==> src/rtl/host_run_ctrl.sv <==
// rtl/host_run_ctrl.sv - CPU run controller: resets, starts and times one CPU program run per accepted go.
module host_run_ctrl #(
    parameter int RST_CYCLES = 2,
    parameter int MAX_CYCLES = 10000
) (
    input  logic        clk,
    input  logic        reset,
    input  logic        go,
    input  logic [1:0]  prog_id,
    input  logic        cpu_done,
    output logic        cpu_reset,
    output logic        cpu_start,
    output logic [1:0]  prog_sel,
    output logic        busy,
    output logic        result_valid,
    output logic        timeout,
    output logic [15:0] cycle_count,
    output logic [7:0]  run_count
);

    typedef enum logic [2:0] {
        S_IDLE  = 3'd0,
        S_RST   = 3'd1,
        S_START = 3'd2,
        S_RUN   = 3'd3,
        S_DONE  = 3'd4
    } state_t;

    localparam logic [3:0]  RST_LAST = 4'(RST_CYCLES - 1);
    localparam logic [15:0] RUN_LAST = 16'(MAX_CYCLES - 1);

    state_t      state_q, state_d;
    logic [3:0]  rst_cnt_q, rst_cnt_d;
    logic [1:0]  prog_sel_q, prog_sel_d;
    logic        timeout_q, timeout_d;
    logic [15:0] cycle_count_q, cycle_count_d;
    logic [7:0]  run_count_q, run_count_d;
    logic        cpu_reset_q, cpu_reset_d;
    logic        cpu_start_q, cpu_start_d;
    logic        busy_q, busy_d;
    logic        result_valid_q, result_valid_d;

    always_comb begin
        state_d       = state_q;
        rst_cnt_d     = rst_cnt_q;
        prog_sel_d    = prog_sel_q;
        timeout_d     = timeout_q;
        cycle_count_d = cycle_count_q;
        run_count_d   = run_count_q;
        case (state_q)
            S_IDLE: begin
                if (go) begin
                    state_d       = S_RST;
                    rst_cnt_d     = 4'd0;
                    prog_sel_d    = prog_id;
                    timeout_d     = 1'b0;
                    cycle_count_d = 16'd0;
                end
            end
            S_RST: begin
                if (rst_cnt_q == RST_LAST) begin
                    state_d = S_START;
                end else begin
                    rst_cnt_d = rst_cnt_q + 4'd1;
                end
            end
            S_START: state_d = S_RUN;
            S_RUN: begin
                cycle_count_d = cycle_count_q + 16'd1;
                // A completion in the limit cycle is still a normal finish.
                if (cpu_done) begin
                    state_d     = S_DONE;
                    run_count_d = run_count_q + 8'd1;
                end else if (cycle_count_q == RUN_LAST) begin
                    state_d     = S_DONE;
                    timeout_d   = 1'b1;
                    run_count_d = run_count_q + 8'd1;
                end
            end
            S_DONE:  state_d = S_IDLE;
            default: state_d = S_IDLE;
        endcase
    end

    // Strobes are registered from the next state so they align with the state they describe.
    always_comb begin
        cpu_reset_d    = (state_d == S_RST);
        cpu_start_d    = (state_d == S_START);
        busy_d         = (state_d != S_IDLE);
        result_valid_d = (state_d == S_DONE);
    end

    always_ff @(posedge clk) begin
        if (reset) begin
            state_q        <= S_IDLE;
            rst_cnt_q      <= 4'd0;
            prog_sel_q     <= 2'd0;
            timeout_q      <= 1'b0;
            cycle_count_q  <= 16'd0;
            run_count_q    <= 8'd0;
            cpu_reset_q    <= 1'b1;
            cpu_start_q    <= 1'b0;
            busy_q         <= 1'b0;
            result_valid_q <= 1'b0;
        end else begin
            state_q        <= state_d;
            rst_cnt_q      <= rst_cnt_d;
            prog_sel_q     <= prog_sel_d;
            timeout_q      <= timeout_d;
            cycle_count_q  <= cycle_count_d;
            run_count_q    <= run_count_d;
            cpu_reset_q    <= cpu_reset_d;
            cpu_start_q    <= cpu_start_d;
            busy_q         <= busy_d;
            result_valid_q <= result_valid_d;
        end
    end

    assign cpu_reset    = cpu_reset_q;
    assign cpu_start    = cpu_start_q;
    assign prog_sel     = prog_sel_q;
    assign busy         = busy_q;
    assign result_valid = result_valid_q;
    assign timeout      = timeout_q;
    assign cycle_count  = cycle_count_q;
    assign run_count    = run_count_q;

endmodule

==> config.mk <==
export PLATFORM = sky130hd
export DESIGN_NAME = host_run_ctrl
export DESIGN_NICKNAME = d
export VERILOG_FILES = /design/src/rtl/host_run_ctrl.sv
export SDC_FILE = /design/constraint.sdc
export NUM_CORES = 1
export LEC_CHECK = 0
export BUFFER_PORTS_ARGS = -buffer_cell sky130_fd_sc_hd__buf_2
export CELL_PAD_IN_SITES_DETAIL_PLACEMENT = 1
export CELL_PAD_IN_SITES_GLOBAL_PLACEMENT = 2
export CORE_ASPECT_RATIO = 1.4
export CORE_UTILIZATION = 36
export CTS_BUF_LIST = sky130_fd_sc_hd__clkbuf_8
export DETAILED_ROUTE_END_ITERATION = 8
export PLACE_DENSITY = 0.87
export SETUP_SLACK_MARGIN = 0.05
export SYNTH_ARGS = -nofsm -noshare
export SYNTH_HDL_FRONTEND = slang
export SYNTH_SLANG_ARGS = --single-unit
==> constraint.sdc <==
create_clock -name clk -period 4.6 [get_ports clk]
set_input_delay 0.46 -clock clk [delete_from_list [all_inputs] [get_ports clk]]
set_output_delay 0.46 -clock clk [all_outputs]
set_load 0.01 [all_outputs]
==> impl_metrics.yaml <==
outcome:
  status: "finished, final reports clean"
detailed_routing:
  vias_per_cell: 5.52
  drt_iter0_drc: 63
  ant_nets: 0
  drc: 0
  postRouteWirelength_um: 4660
  vias: 1756
  first_pass_iters: 4
  wire_per_inst_um: 14.7
floorplan:
  die_w_um: 63.6
  initial_core_util_pct: 37.0
  die_h_um: 88.2
  core_mm2: 0.00516
  io_pins: 37
  dieArea_mm2: 0.00561
  rows: 31
timing:
  grt_setup_unrepaired: "false"
  worst_slew_pin_slew_ps: 776
  period_share_pct: 45.3
  final.setup.tns_ps: 0
  min_period_ps: 2090
  hold_viol: 0
  finalSetupViolCount: 0
  slew_headroom_pct: 48.2
  finClkSkew_ps: 7.33
  fmaxAchievable_ghz: 0.480
  maxSlewViolCount: 0
job:
  maxCapViolations: 0
power:
  p_int_mw: 0.481
  ir_drop_v: 0.000167
  swShare_pct: 25.8
  clock_power_share_pct: 37.3
  leakagePower_nw: 0.910
  comb_power_share_pct: 9.8
  seq_power_share_pct: 53.0
  total_power_mw: 0.648
  p_sw_mw: 0.167
  powerDensity_mw_per_mm2: 292
grt:
  grt_pass1_vias: 1730
  grt_usage_pct: 18.5
  antenna_found_initial: 0
  gr-total-overflow: 0
  grt_pass1_wl_um: 8170
  grt_start_max_net_pins: 46
worst_setup_path:
  max_stage_delay_ps: 450
  cp-start-kind: "flop"
  critPathSlowestCell: "a2111oi_2"
  cp-end-kind: "flop"
  path_cells: "ha_1 > and4_1 > nand4_2 > a2111oi_2 > mux2_2"
  crit_path_max_fanout: 9
  r2r_cells: 5
  r2r_start: "cycle_count[0]"
  ff2ff_setup_slack_ps: 2510
  critPathArrivalTime_ps: 2260
  r2r-end: "run_count[7]"
  required_ps: 4770
  path_class: "reg -> reg"
layout:
  fillCellCount: 636
  diodes: 0
  area_growth_pct: 16.1
  finalNonFillerCells: 318
  drive_gt1_share_pct: 25.0
  final_nets: 261
hold_path:
  hold_end: "prog_sel[1]"
  hold_path_depth: 3
  hp-start: "prog_id[1]"
  hp-class: "in -> reg"
clocking:
  cts_root_buf: "clkbuf_8"
  cts_buffer_depth: 2
  postCtsSetupRepairBufs: 0
  cts_resized: 0
  clk-insertion-delay-late_ps: 290
  clk_pin_slew_ps: 80
  htree_levels: 2
  tritoncts: "yes"
  clock_sinks: 38
  holdBufCountCts: 0
  cts_buffers: 5
synth:
  synth_edf_count: 0
  synth_area_leaders: "dfxtp_1, a21oi_1, mux2_2"
  yosysTopAreaCell: "dfxtp_1"
  avgSynthCellArea_um2: 8.80
  synth-main-ff-cell: "dfxtp_1"
  synth.most_common_cell: "dfxtp_1"
  synth_area_mm2: 0.00191
  yosys_warnings: 0
  async_flop_share_pct: 0
  ys_top_cells_by_count: "dfxtp_1, a21oi_1, nand2_1, nor2_1"
  synth_top_area_share_pct: 39.8
  netlist_instances: 217
  yosysSeqAreaShare_pct: 39.8
  synth_seq_cells: 38
  syn-num-nets: 227
  synth.distinct_cells: 46
place:
  port_buffers: 36
  dp_cells: 310
  hpwl_um: 3350
  gp_congestion: 0.764
## per-stage QoR
| stage | instance area (um2) | utilization, % | setup slack [ps] | hold WS, ps |
|---|---|---|---|---|
| 2_1_floorplan | 1910 | - | 2680 | 457 |
| 3_3_place_gp | 2120 | 41.2 | 2610 | 438 |
| 3_5_place_dp | 2120 | 41.2 | 2520 | 446 |
| 4_1_cts | 2220 | 43.0 | 2510 | 397 |
| 5_1_grt | 2220 | 43.0 | 2330 | 416 |
| 6_report | 2220 | 43.0 | 2510 | 405 |
## worst max-delay path by stage
stage / start / to / slack (ps) / depth (start not counted)
3_5_place_dp: cycle_count[0] / run_count[7] / 2520 / 5
5_1_grt: cycle_count[0] / run_count[7] / 2330 / 5
3_3_place_gp: cycle_count[0] / run_count[7] / 2610 / 5
6_report: cycle_count[0] / run_count[7] / 2510 / 5
4_1_cts: cycle_count[0] / run_count[7] / 2510 / 5
2_1_floorplan: cycle_count[0] / run_count[7] / 2680 / 5
## layout make-up
type	instances	area, um2	share of cell area [%]
clock buffer	6	82.6	3.72
clock inverter	2	12.5	0.564
inverter	5	18.8	0.846
multi-input combinational	164	1070	48.4
sequential	38	761	34.3
tap	66	82.6	3.72
timing repair buffer	37	188	8.46
## flip-flops by register name, indices dropped and copies added (netlist names)
name and count:
cycle_count 16, run_count 8, rst_cnt_q 4, state_q 3, prog_sel 2, busy 1
cpu_reset 1, cpu_start 1, result_valid 1, timeout 1
## critical path: cells and delay by family (launching register included)
kind,cells,cell delay [ps]
adders and majority gates,1,250
AOI/OAI and AO/OA,1,450
muxes,1,380
and+or+nand+nor,2,500
DFF,1,390
## per-layer routing
| metal | routed length, um | share of wire, % | up-vias | track usage, % |
|---|---|---|---|---|
| li1 | - | - | 864 | - |
| met1 | 2140 | 46 | 861 | 22.1 |
| met2 | 2340 | 50 | 26 | 32.7 |
| met3 | 122 | 2.6 | 5 | 3.65 |
| met4 | 61 | 1.3 | 0 | 6.20 |
| met5 | 0 | 0 | - | 0 |
## logic make-up after synthesis
group	synth area share [%]
adders and majority gates	2.62
DFF	39.8
AOI/OAI and AO/OA	15.6
muxes	7.40
and+or+nand+nor	30.6
buffers and inverters	3.99
## layout by cell type, fill, tap and decap left out, types with 4 or more instances in the layout
| cell | n |
|---|---|
| a21oi_1 | 22 |
| nand2_1 | 19 |
| clkbuf_8 | 6 |
| and2_1 | 4 |
| and4_1 | 5 |
| buf_2 | 36 |
| nor3_1 | 4 |
| nand4_1 | 6 |
| ha_1 | 4 |
| nor2_1 | 17 |
| nor2b_1 | 9 |
| mux2i_1 | 4 |
| nand3_1 | 9 |
| inv_1 | 5 |
| o21ai_0 | 5 |
| mux2_2 | 9 |
| dfxtp_1 | 38 |
## power by group through the flow
stage                     registers, mW  clock network (mW)  logic, mW
after floorplan                   0.349                   0     0.0498
after global placement            0.351                   0     0.0628
after detailed placement          0.351                   0     0.0642
after CTS                         0.343               0.251     0.0644
after global routing              0.345               0.269     0.0724
final                             0.343               0.242     0.0632
No activity file was read; power rests on OpenSTA's default activity.
